===== src/rtl/roi_scan_ctrl_if.sv =====
// Scan-side bundle for roi_scan_ctrl: serial in/out, status, and the ROI word pair.
// slave = the controller, master = the pins/bench and ROI that drive it.
interface roi_scan_ctrl_if #(
   parameter int DIN_N  = 256,
   parameter int DOUT_N = 256
);
   logic              i_di;
   logic              i_di_valid;
   logic [DIN_N-1:0]  o_din;
   logic [DOUT_N-1:0] i_dout;
   logic              o_do;
   logic              o_do_valid;
   logic              o_busy;
   logic              o_frame_done;
   logic              o_overrun;

   modport slave (
      input  i_di,
      input  i_di_valid,
      input  i_dout,
      output o_din,
      output o_do,
      output o_do_valid,
      output o_busy,
      output o_frame_done,
      output o_overrun
   );

   modport master (
      output i_di,
      output i_di_valid,
      output i_dout,
      input  o_din,
      input  o_do,
      input  o_do_valid,
      input  o_busy,
      input  o_frame_done,
      input  o_overrun
   );
endinterface


===== src/rtl/roi_scan_ctrl.sv =====
// Self-timed scan harness: serial stimulus in, parallel apply, settle,
// capture, serial response out. Ports: clk, rst_n (async low), bus (slave).
module roi_scan_ctrl #(
   parameter int DIN_N  = 256,
   parameter int DOUT_N = 256,
   parameter int SETTLE = 4
) (
   input  logic           clk,
   input  logic           rst_n,
   roi_scan_ctrl_if.slave bus
);
   localparam int BW = $clog2(DIN_N + 1);
   localparam int OW = $clog2(DOUT_N);
   localparam int SW = (SETTLE > 0) ? $clog2(SETTLE + 1) : 1;

   localparam logic [BW-1:0] BIT_LAST = BW'(DIN_N - 1);
   localparam logic [OW-1:0] OUT_LAST = OW'(DOUT_N - 1);
   localparam logic [SW-1:0] SET_LAST = SW'((SETTLE > 0) ? SETTLE - 1 : 0);

   localparam logic [2:0] ST_SHIFT   = 3'd0;
   localparam logic [2:0] ST_APPLY   = 3'd1;
   localparam logic [2:0] ST_SETTLE  = 3'd2;
   localparam logic [2:0] ST_CAPTURE = 3'd3;
   localparam logic [2:0] ST_UNLOAD  = 3'd4;

   logic [2:0]        r_state;
   logic [2:0]        w_state_nx;
   logic [BW-1:0]     r_bcnt;
   logic [SW-1:0]     r_scnt;
   logic [OW-1:0]     r_ocnt;
   logic [DIN_N-1:0]  r_din_shr;
   logic [DIN_N-1:0]  r_din;
   logic [DOUT_N-1:0] r_out_shr;
   logic              r_do;
   logic              r_do_valid;
   logic              r_busy;
   logic              r_frame_done;
   logic              r_overrun;

   logic w_accept;
   logic w_drop;
   logic w_bit_last;
   logic w_set_last;
   logic w_out_last;

   assign w_accept   = bus.i_di_valid && (r_state == ST_SHIFT);
   assign w_drop     = bus.i_di_valid && (r_state != ST_SHIFT);
   assign w_bit_last = (r_bcnt == BIT_LAST);
   assign w_set_last = (r_scnt == SET_LAST);
   assign w_out_last = (r_ocnt == OUT_LAST);

   always_comb begin
      w_state_nx = r_state;
      unique case (r_state)
         ST_SHIFT: begin
            if (w_accept && w_bit_last) w_state_nx = ST_APPLY;
         end
         ST_APPLY: begin
            w_state_nx = (SETTLE > 0) ? ST_SETTLE : ST_CAPTURE;
         end
         ST_SETTLE: begin
            if (w_set_last) w_state_nx = ST_CAPTURE;
         end
         ST_CAPTURE: begin
            w_state_nx = ST_UNLOAD;
         end
         ST_UNLOAD: begin
            if (w_out_last) w_state_nx = ST_SHIFT;
         end
         default: begin
            w_state_nx = ST_SHIFT;
         end
      endcase
   end

   // busy follows the state register so it is glitch-free
   always_ff @(posedge clk or negedge rst_n) begin
      if (!rst_n) begin
         r_state <= ST_SHIFT;
         r_busy  <= 1'b0;
      end else begin
         r_state <= w_state_nx;
         r_busy  <= (w_state_nx != ST_SHIFT);
      end
   end

   // first bit received ends up in the MSB after DIN_N shifts
   always_ff @(posedge clk or negedge rst_n) begin
      if (!rst_n) begin
         r_din_shr <= '0;
         r_bcnt    <= '0;
      end else if (w_accept) begin
         r_din_shr <= {r_din_shr[DIN_N-2:0], bus.i_di};
         r_bcnt    <= w_bit_last ? '0 : r_bcnt + BW'(1);
      end
   end

   always_ff @(posedge clk or negedge rst_n) begin
      if (!rst_n) begin
         r_din <= '0;
      end else if (r_state == ST_APPLY) begin
         r_din <= r_din_shr;
      end
   end

   always_ff @(posedge clk or negedge rst_n) begin
      if (!rst_n) begin
         r_scnt <= '0;
      end else if (r_state == ST_SETTLE) begin
         r_scnt <= w_set_last ? '0 : r_scnt + SW'(1);
      end
   end

   always_ff @(posedge clk or negedge rst_n) begin
      if (!rst_n) begin
         r_out_shr    <= '0;
         r_ocnt       <= '0;
         r_do         <= 1'b0;
         r_do_valid   <= 1'b0;
         r_frame_done <= 1'b0;
      end else if (r_state == ST_CAPTURE) begin
         r_out_shr    <= bus.i_dout;
         r_ocnt       <= '0;
         r_do         <= 1'b0;
         r_do_valid   <= 1'b0;
         r_frame_done <= 1'b0;
      end else if (r_state == ST_UNLOAD) begin
         r_do         <= r_out_shr[DOUT_N-1];
         r_out_shr    <= {r_out_shr[DOUT_N-2:0], 1'b0};
         r_do_valid   <= 1'b1;
         r_frame_done <= w_out_last;
         r_ocnt       <= w_out_last ? '0 : r_ocnt + OW'(1);
      end else begin
         r_do         <= 1'b0;
         r_do_valid   <= 1'b0;
         r_frame_done <= 1'b0;
      end
   end

   always_ff @(posedge clk or negedge rst_n) begin
      if (!rst_n) begin
         r_overrun <= 1'b0;
      end else if (w_drop) begin
         r_overrun <= 1'b1;
      end
   end

   assign bus.o_din        = r_din;
   assign bus.o_do         = r_do;
   assign bus.o_do_valid   = r_do_valid;
   assign bus.o_busy       = r_busy;
   assign bus.o_frame_done = r_frame_done;
   assign bus.o_overrun    = r_overrun;
endmodule


===== src/flat_wrapper.sv =====
// flat-port wrapper written by rule: the top's interface ports become plain ports
module roi_scan_ctrl_flat 
#(
   parameter int DIN_N  = 256,
   parameter int DOUT_N = 256,
   parameter int SETTLE = 4
)
  (clk, rst_n, bus_i_di, bus_i_di_valid, bus_i_dout, bus_o_din, bus_o_do, bus_o_do_valid, bus_o_busy, bus_o_frame_done, bus_o_overrun);
  roi_scan_ctrl_if #(.DIN_N(DIN_N), .DOUT_N(DOUT_N)) bus_i ();
  input  logic clk;
  input  logic rst_n;
  input wire logic [$bits(bus_i.i_di)-1:0] bus_i_di;
  input wire logic [$bits(bus_i.i_di_valid)-1:0] bus_i_di_valid;
  input wire logic [$bits(bus_i.i_dout)-1:0] bus_i_dout;
  output wire logic [$bits(bus_i.o_din)-1:0] bus_o_din;
  output wire logic [$bits(bus_i.o_do)-1:0] bus_o_do;
  output wire logic [$bits(bus_i.o_do_valid)-1:0] bus_o_do_valid;
  output wire logic [$bits(bus_i.o_busy)-1:0] bus_o_busy;
  output wire logic [$bits(bus_i.o_frame_done)-1:0] bus_o_frame_done;
  output wire logic [$bits(bus_i.o_overrun)-1:0] bus_o_overrun;
  assign bus_i.i_di = bus_i_di;
  assign bus_i.i_di_valid = bus_i_di_valid;
  assign bus_i.i_dout = bus_i_dout;
  assign bus_o_din = bus_i.o_din;
  assign bus_o_do = bus_i.o_do;
  assign bus_o_do_valid = bus_i.o_do_valid;
  assign bus_o_busy = bus_i.o_busy;
  assign bus_o_frame_done = bus_i.o_frame_done;
  assign bus_o_overrun = bus_i.o_overrun;
  roi_scan_ctrl #(.DIN_N(DIN_N), .DOUT_N(DOUT_N), .SETTLE(SETTLE)) u_core (.clk(clk), .rst_n(rst_n), .bus(bus_i));
endmodule

===== config.mk =====
export PLATFORM = sky130hd
export DESIGN_NAME = roi_scan_ctrl_flat
export DESIGN_NICKNAME = d
export VERILOG_FILES = /design/src/rtl/roi_scan_ctrl_if.sv /design/src/rtl/roi_scan_ctrl.sv /design/src/flat_wrapper.sv
export SDC_FILE = /design/constraint.sdc
export NUM_CORES = 1
export LEC_CHECK = 0
export CORE_MARGIN = 2
export CORE_UTILIZATION = 60
export CTS_BUF_LIST = sky130_fd_sc_hd__clkbuf_16
export CTS_CLUSTER_DIAMETER = 150
export DETAILED_ROUTE_END_ITERATION = 6
export DONT_BUFFER_PORTS = 1
export PLACE_DENSITY = 0.77
export REMOVE_ABC_BUFFERS = 1
export SYNTH_ARGS = -nofsm -noshare
export SYNTH_HDL_FRONTEND = slang
export SYNTH_SLANG_ARGS = --single-unit
export TNS_END_PERCENT = 100

===== constraint.sdc =====
create_clock -name clk -period 3.85 [get_ports clk]
set_clock_uncertainty 0.05 [all_clocks]
set_input_delay 0.385 -clock clk [delete_from_list [all_inputs] [get_ports clk]]
set_output_delay 0.385 -clock clk [all_outputs]
set_load 0.05 [all_outputs]

* Yosys cells after proc, flatten, opt, wreduce, memory -nomap -nowiden *
Cells that the tools add are included.

operators by class
  eq/ne operators = 7
  reductions and logical operators = 7
  add/sub/neg operators = 3
  muxes and demuxes = 17

operators by type and width
  operator             count
  $mux 256             2
  $mux 8               3
  $pmux 3 s5           1
  $mux 3               4
  $add 9x1->9 const B  1
  $eq 3x2->1 const B   3
  $eq 9x8->1 const B   1
  $mux 9               1
  $add 8x1->8 const B  1
  $eq 8x8->1 const B   1
  $mux 1               6
  $reduce_bool 3->1    2
  $add 3x1->3 const B  1
  $eq 3x1->1 const B   1
  $eq 3x3->1 const B   1
  $logic_and 1x1->1    3
  $logic_not 3->1      1
  $reduce_bool 2->1    1

storage, ports and cells
  flip-flop bits (word level) = 796
  input bits = 260
  output and inout port bits = 261

* Depth between registers and ports, before layout *
Gate-level depths: netlist of run 1.

  depth after elaboration = 6
  mapped depth = 8
  depth with buffers taken out = 5

* Worst setup path before layout of run 1 *
OpenSTA, ideal clock, no wires.

  kind = register to register
  from = register u_core.r_state[1]
  to = register u_core.r_din[215], in the netlist u_core.bus.o_din[215]
  arrival time = 1.580 ns
  path slack = 2.095 ns
  path buffers = 3
  stages on the path, launching flop included = 6
  required time = 3.675 ns
  library setup time = 0.125 ns
  path through = dfrtp_1 > buf_2 > nor3b_1 > buf_2 > buf_2 > mux2_2

between the ends
  longest elaborated chain between the ends = 1

RTL lines
  item                      line                  text
  start: declaration        roi_scan_ctrl.sv:26   logic [2:0] r_state;
  start signal: assignment  roi_scan_ctrl.sv:82   r_state <= w_state_nx;
  $eq 3x1->1                roi_scan_ctrl.sv:101  end else if (r_state == ST_APPLY) begin
  end signal: assignment    roi_scan_ctrl.sv:102  r_din <= r_din_shr;
  end: declaration          roi_scan_ctrl.sv:32   logic [DIN_N-1:0] r_din;

No other way between the ends.
A chain may end at the register's enable or synchronous reset.

==> results of run 1 <==
==> final cells by class <==
type / instances / area [um^2]
clock buffer: 80 / 2002
tap: 688 / 860.8
fill: 3282 / 15200
inverter: 4 / 20.02
timing repair buffer: 273 / 2833
antenna: 22 / 55.05
multi-input combinational: 2137 / 10820
clock inverter: 66 / 624.3
sequential: 796 / 19920
==> cells in the mapped netlist, drive strengths merged, types with 3 or more instances <==
| master | instances | area [um^2] |
|---|---|---|
| inv | 3 | 11.26 |
| a21oi | 6 | 30.03 |
| nand3 | 9 | 45.04 |
| a31oi | 255 | 1595 |
| o21ai | 11 | 58.80 |
| xnor2 | 4 | 35.03 |
| mux2 | 258 | 2905 |
| buf | 92 | 526.8 |
| clkbuf | 111 | 416.7 |
| nor2 | 259 | 972.2 |
| nor2b | 3 | 18.77 |
| dfrtp | 796 | 19920 |
| o21a | 3 | 22.52 |
| or3 | 5 | 31.28 |
| nor3 | 3 | 15.01 |
| ha | 3 | 37.54 |
| nand2 | 1295 | 4861 |
==> logic make-up (layout without fill, tap and decap cells) <==
group | after synthesis | after routing | synth area share
compound gates | 284 | 284 | 0.05608
xor+xnor | 5 | 5 | 0.001382
fa+ha+maj | 3 | 3 | 0.001185
buf+inv | 207 | 423 | 0.03029
flops | 796 | 796 | 0.6287
mux | 258 | 258 | 0.09170
other cells | 0 | 22 | 0
simple gates | 1587 | 1587 | 0.1906
==> routing by layer <==
metal	GRT usage	vias up	routed length [um]
met4	0.1723	2	4839
met3	0.1006	385	7931
met2	0.4676	1239	39500
li1	-	10550	-
met1	0.3584	11710	30440
met5	0.002679	-	10
==> how the worst max path moves through the flow <==
| stage | startpoint | end | slack (ns) | depth (start not counted) |
|---|---|---|---|---|
| final | rst_n | u_core.r_scnt[2] | 0.76 | 0 |
| after floorplan | u_core.r_state[0] | u_core.bus.o_busy | -18.81 | 4 |
| after global placement | u_core.r_state[0] | u_core.bus.o_din[236] | 1.60 | 3 |
| after CTS | u_core.r_state[0] | u_core.r_out_shr[220] | 1.48 | 5 |
| after global routing | u_core.r_state[0] | u_core.r_out_shr[209] | 1.22 | 5 |
| after detailed placement | u_core.r_state[0] | u_core.bus.o_din[160] | 1.51 | 3 |
==> metrics by stage <==
step | setup slack (ns) | std cells | power [W] | instance area [um^2]
floorplan | -18.81 | 2937 | 0.009116 | 30740
global placement | 1.595 | 3640 | 0.009191 | 31870
detailed placement | 1.509 | 3640 | 0.009224 | 31870
CTS | 1.484 | 4044 | 0.01720 | 37080
global route | 1.223 | 4064 | 0.01772 | 37130
finish | 0.7614 | 4066 | 0.01717 | 37140
==> power by group through the flow <==
stage,Sequential (W),Clock [W],Combinational (W)
6_report,0.00875,0.00781,0.000618
5_1_grt,0.00876,0.00829,0.000672
4_1_cts,0.00872,0.00789,0.000592
3_5_place_dp,0.00887,0,0.000351
3_3_place_gp,0.00886,0,0.000332
2_1_floorplan,0.00884,0,0.000276
==> flip-flops by register name, summed over array words and instances (netlist names) <==
register	count
u_core.bus.o_overrun	1
u_core.bus.o_din	256
u_core.r_state	3
u_core.bus.o_busy	1
u_core.bus.o_do	1
u_core.r_scnt	3
u_core.r_ocnt	8
u_core.r_bcnt	9
u_core.bus.o_do_valid	1
u_core.r_out_shr	256
u_core.bus.o_frame_done	1
u_core.r_din_shr	256
==> layout by cell type (no fill, tap or decap), types with 2 or more instances in the layout <==
master         Yosys  final
nand3_1            9      9
nor3_1             3      3
clkinv_1           0     15
clkinv_2           1     15
dfrtp_1          796    796
xnor2_1            4      4
clkinvlp_4         0      4
buf_12             0     11
inv_16             0      2
nor2b_1            3      3
nor2_1           259    259
diode_2            0     22
nand2_1         1295   1294
or3_1              5      5
o211ai_1           2      2
clkbuf_16          0     80
buf_4              2      4
a21oi_1            6      6
bufinv_16          0      9
a31oi_1          255    255
clkinv_8           0      3
o21ai_0            9      9
dlygate4sd3_1      0    258
mux2_2           258    258
o31ai_1            2      2
ha_1               3      3
nand4_1            2      2
inv_1              3     18
inv_6              0      2
o21a_1             3      3
==> qor.txt, run 1 <==
Top FF cell, synth - dfrtp_1
Max Slew Vio Count - 729
Die area - 54660 um^2
Clock-pin slew on the worst setup and hold paths - 0.06 ns
Ports - 521
Slew @ Worst Pin - 4.565 ns
Switching power total - 0.003840 W
CTS tree - done
Comb power frac - 0.036
Max frequency - 323.8 MHz
Num CTS Buffers - 80
Reg2Reg Launch Point - u_core.r_state[0]
Htree depth - 3
Reg2reg end - u_core.r_out_shr[209]
Sw Share - 0.2236
Final setup TNS - 0 ns
Synth warn - 0
Iteration-0 DRC Markers - 3035
Number of synthesized flops with an enable pin - 0
DRT Wirelength - 82730 um
Worst Reg-to-Reg Cells - 5
R2r setup slk - 1.29 ns
Post_cts resized - 0
Endpoints failing hold - 117
Hpwl dp - 45150 um
PortBufs - 0
RSZ-0062 raised after global routing - no
Core Area - 52340 um^2
Synthesized area - 31680 um^2
Count of state elements after synthesis - 796
Worst-Skew Late Latency - 0.62 ns
Final Cycle Share - 0.8022
Kind of critical path - input pin to asynchronous set/reset pin
Number of setup buffers added after CTS - 0
Area delta synth->final - 17.22%
Clk sinks - 796
Final net count - 3555
Hold buffers post-CTS - 258
Core Rows - 84
Grt total ovfl - 0
Type of the worst min-delay path - input pin to asynchronous set/reset pin
Root cell of the clock tree - clkbuf_16
Leak Pwr - 18.83 nW
Run status - complete, but fails checks
Maximum vdd ir drop - 590.5 uV
First-pass GRT wire length - 128000 um
Final hold slack - -0.5782 ns
Worst EP arrival - 2.67 ns
Cells after Synth - 3140
Finish-stage setup viols - 0
Crit start category - input pin
Die W - 233.8 um
Initial antenna violation count - 21
Vias in the first global route - 23980
# Max-Cap Violations - 0
Die H - 233.8 um
Largest net degree at the start of global routing - 797
Layout cells sized above 1 - 0.1177
Sequential area share after synthesis - 0.6287
Fin crit period - 3.089 ns
Critical path required time - 3.43 ns
Failing checks - DRC, hold timing, slew limit
Power per Cell Area - 462.4 nW/um^2
Total Routing Usage GR - 0.2969
GPL Wtd Cong - 0.8969
Initial Utilization - 0.6053
Clock power share - 0.455
First-pass DRT Iterations - 7
P_int - 0.01333 W
Number of vias per cell - 5.876
Slew HR - -2.043
Critical Path End Type - asynchronous set/reset pin
Synth Area per Inst - 10.09 um^2
Finished Core Util - 0.7096
Routed WL per cell - 20.35 um
Vias after detailed routing - 23890
Async S/R FF share, synth - 1.000
Register share of total power - 0.509
DRC viols - 5
Synth unique cells - 42
Clock buffer depth - 3
CP Max Fanout - 796
Post-route ant nets - 0
Power figures use the tool's default switching activity.
==> inputs of run 2 (changes only) <==
ABC_AREA = 1   (was not set)
clock period = 3 ns   (was 3.85 ns; I/O delays follow)
==> qor.txt, run 2 <==
CP Max Fanout - 103
Max frequency - 384.1 MHz
Critical path required time - 3.42 ns
Vias in the first global route - 25140
Place WS - 0.5445 ns
Synth Area in Adders - 0.001161
Critical Path End Type - register
Endpoints failing hold - 487
Die W - 236.2 um
DRC viols - 37
Finish-stage setup viols - 0
Count of state elements after synthesis - 796
Synth top area share - 0.6160
Power per Cell Area - 571.1 nW/um^2
Final net count - 3863
Hold buffers post-CTS - 258
Slew @ Worst Pin - 3.418 ns
Type of the worst min-delay path - input pin to asynchronous set/reset pin
Cells after Synth - 3458
RSZ-0062 raised after global routing - no
Most common cell after layout, fill and taps aside - dfrtp_1
Most common library cells after synthesis - 796 x dfrtp_1, 711 x o21ai_0, 574 x o21ai_1, 557 x nand2_1, 530 x inv_1
Maximum vdd ir drop - 464.7 uV
Most frequent cells in the layout - 796 x dfrtp_1, 711 x o21ai_0, 574 x o21ai_1
Num CTS Buffers - 80
Synth area leaders - dfrtp_1 62%, o21ai_0 11%, o21ai_1 8.9%
Post-route ant nets - 0
Vias after detailed routing - 25580
Final setup TNS - 0 ns
Slew HR - -1.278
Synth unique cells - 30
Final Cycle Share - 0.8679
Max Slew Vio Count - 698
Area delta synth->final - 15.15%
Worst-Skew Late Latency - 0.62 ns
Number of synthesized flops with an enable pin - 0
Leak Pwr - 17.25 nW
Initial antenna violation count - 19
GPL Wtd Cong - 0.9158
DRT Wirelength - 85690 um
Clk sinks - 796
Initial Utilization - 0.6033
Clock-pin slew on the worst setup and hold paths - 0.06 ns
Root cell of the clock tree - clkbuf_16
Number of vias per cell - 5.842
Die H - 236.2 um
Largest family of logic cells by synthesized area - compound AO/OA/AOI/OAI gates
Post-synthesis xor/xnor area fraction - 0.001354
Setup crit start - u_core.r_state[2]
CTS tree - done
Ports - 521
Sequential area share after synthesis - 0.6160
Crit start category - register
First-pass GRT wire length - 134300 um
Largest net degree at the start of global routing - 797
Largest area contributor in the synthesized netlist - dfrtp_1
Total Routing Usage GR - 0.3005
Reg2Reg Launch Point - u_core.r_state[2]
Fin crit period - 2.604 ns
Kind of critical path - register to register
Compound-cell area share of the yosys netlist - 0.2004
Htree depth - 3
Multiplexer share of the synthesized area - 0.0004643
Synth warn - 0
Slack of the critical path - 0.3963 ns
PortBufs - 0
First-pass DRT Iterations - 7
Die area - 55770 um^2
# Max-Cap Violations - 0
Most common cell in the netlist - dfrtp_1
Run status - complete, but fails checks
Synthesized area - 32340 um^2
Failing checks - DRC, hold timing, slew limit
Final hold slack - -0.6722 ns
Layout cells sized above 1 - 0.03960
Async S/R FF share, synth - 1.000
Grt total ovfl - 0
Clock buffer depth - 3
Fin area - 37240 um^2
Synth Area per Inst - 9.352 um^2
Core Rows - 85
Top FF cell, synth - dfrtp_1
Worst EP arrival - 3.02 ns
Simple-gate share of the synthesized area - 0.07220
Post-DP Area - 32070 um^2
Core Area - 53600 um^2
Routed WL per cell - 19.57 um
Iteration-0 DRC Markers - 3142
Hpwl dp - 48740 um
R2r setup slk - 0.40 ns
[run 2: metal layers]
metal / share of wire / track usage / wire length [um]
met5: 0.00040 / 0 / 34
met4: 0.055 / 0.1414 / 4732
met3: 0.11 / 0.09456 / 9041
met2: 0.47 / 0.4807 / 40120
met1: 0.37 / 0.3755 / 31760
[run 2: logic make-up (layout without fill, tap and decap cells)]
kind of cell / count (synthesis) / in the layout
flip-flops: 796 / 796
AND/OR/NAND/NOR: 602 / 602
AO/OA/AOI/OAI: 1293 / 1293
buffers and inverters: 758 / 962
other: 0 / 20
XOR/XNOR: 5 / 5
multiplexers: 1 / 1
adder cells (fa/ha/maj): 3 / 3
[run 2: cell type report]
class	instances	area [um^2]
timing repair buffer	286	2918
multi-input combinational	1904	8950
tap	696	870.8
clock inverter	63	506.7
antenna	20	50.05
inverter	532	1997
clock buffer	81	2027
fill	3695	16360
sequential	796	19920
[run 2: worst max-delay path, stage by stage, from the launching register on]
cell and delay [ns]:
dfrtp_1 0.45, inv_2 0.15, nand3_4 0.16, buf_4 0.65, buf_4 0.45, o21ai_0 0.19, o21ai_0 0.14, o21ai_0 0.15
[run 2: where the power goes]
part	internal [W]	switching, W	total (W)	leakage (nW)
clock network	0.00552	0.00422	0.00974	1.29
registers	0.0108	0.0000807	0.0109	9.75
logic	0.000304	0.000295	0.000599	6.20
total	0.0167	0.00460	0.0213	17.2
[run 2: worst paths after layout]
kind | end | depth (start not counted)
min | u_core.bus.o_din[57] | 0
max | u_core.r_out_shr[219] | 7
min reg2reg | u_core.r_din_shr[230] | 2
min in group clk | u_core.r_out_shr[51] | 3
max reg2reg | u_core.r_out_shr[219] | 7
max in group asynchronous | u_core.r_out_shr[181] | 0
[run 2: metrics by stage]
| step | instances | total power, W | hold WS [ns] | utilization |
|---|---|---|---|---|
| after CTS | 4358 | 0.02130 | -0.7022 | 0.6938 |
| final | 4378 | 0.02127 | -0.6722 | 0.6947 |
| after detailed placement | 3956 | 0.01140 | -0.03063 | 0.5983 |
| after global placement | 3956 | 0.01137 | -0.03114 | 0.5983 |
| after floorplan | 3232 | 0.01131 | -0.04559 | - |
| after global routing | 4372 | 0.02187 | -0.7052 | 0.6944 |
[run 2: what timing repair did]
action                                 4_1_cts  5_1_grt
resized for setup                            0        0
buffers inserted                             0        0
endpoints found under the hold margin     1060      796
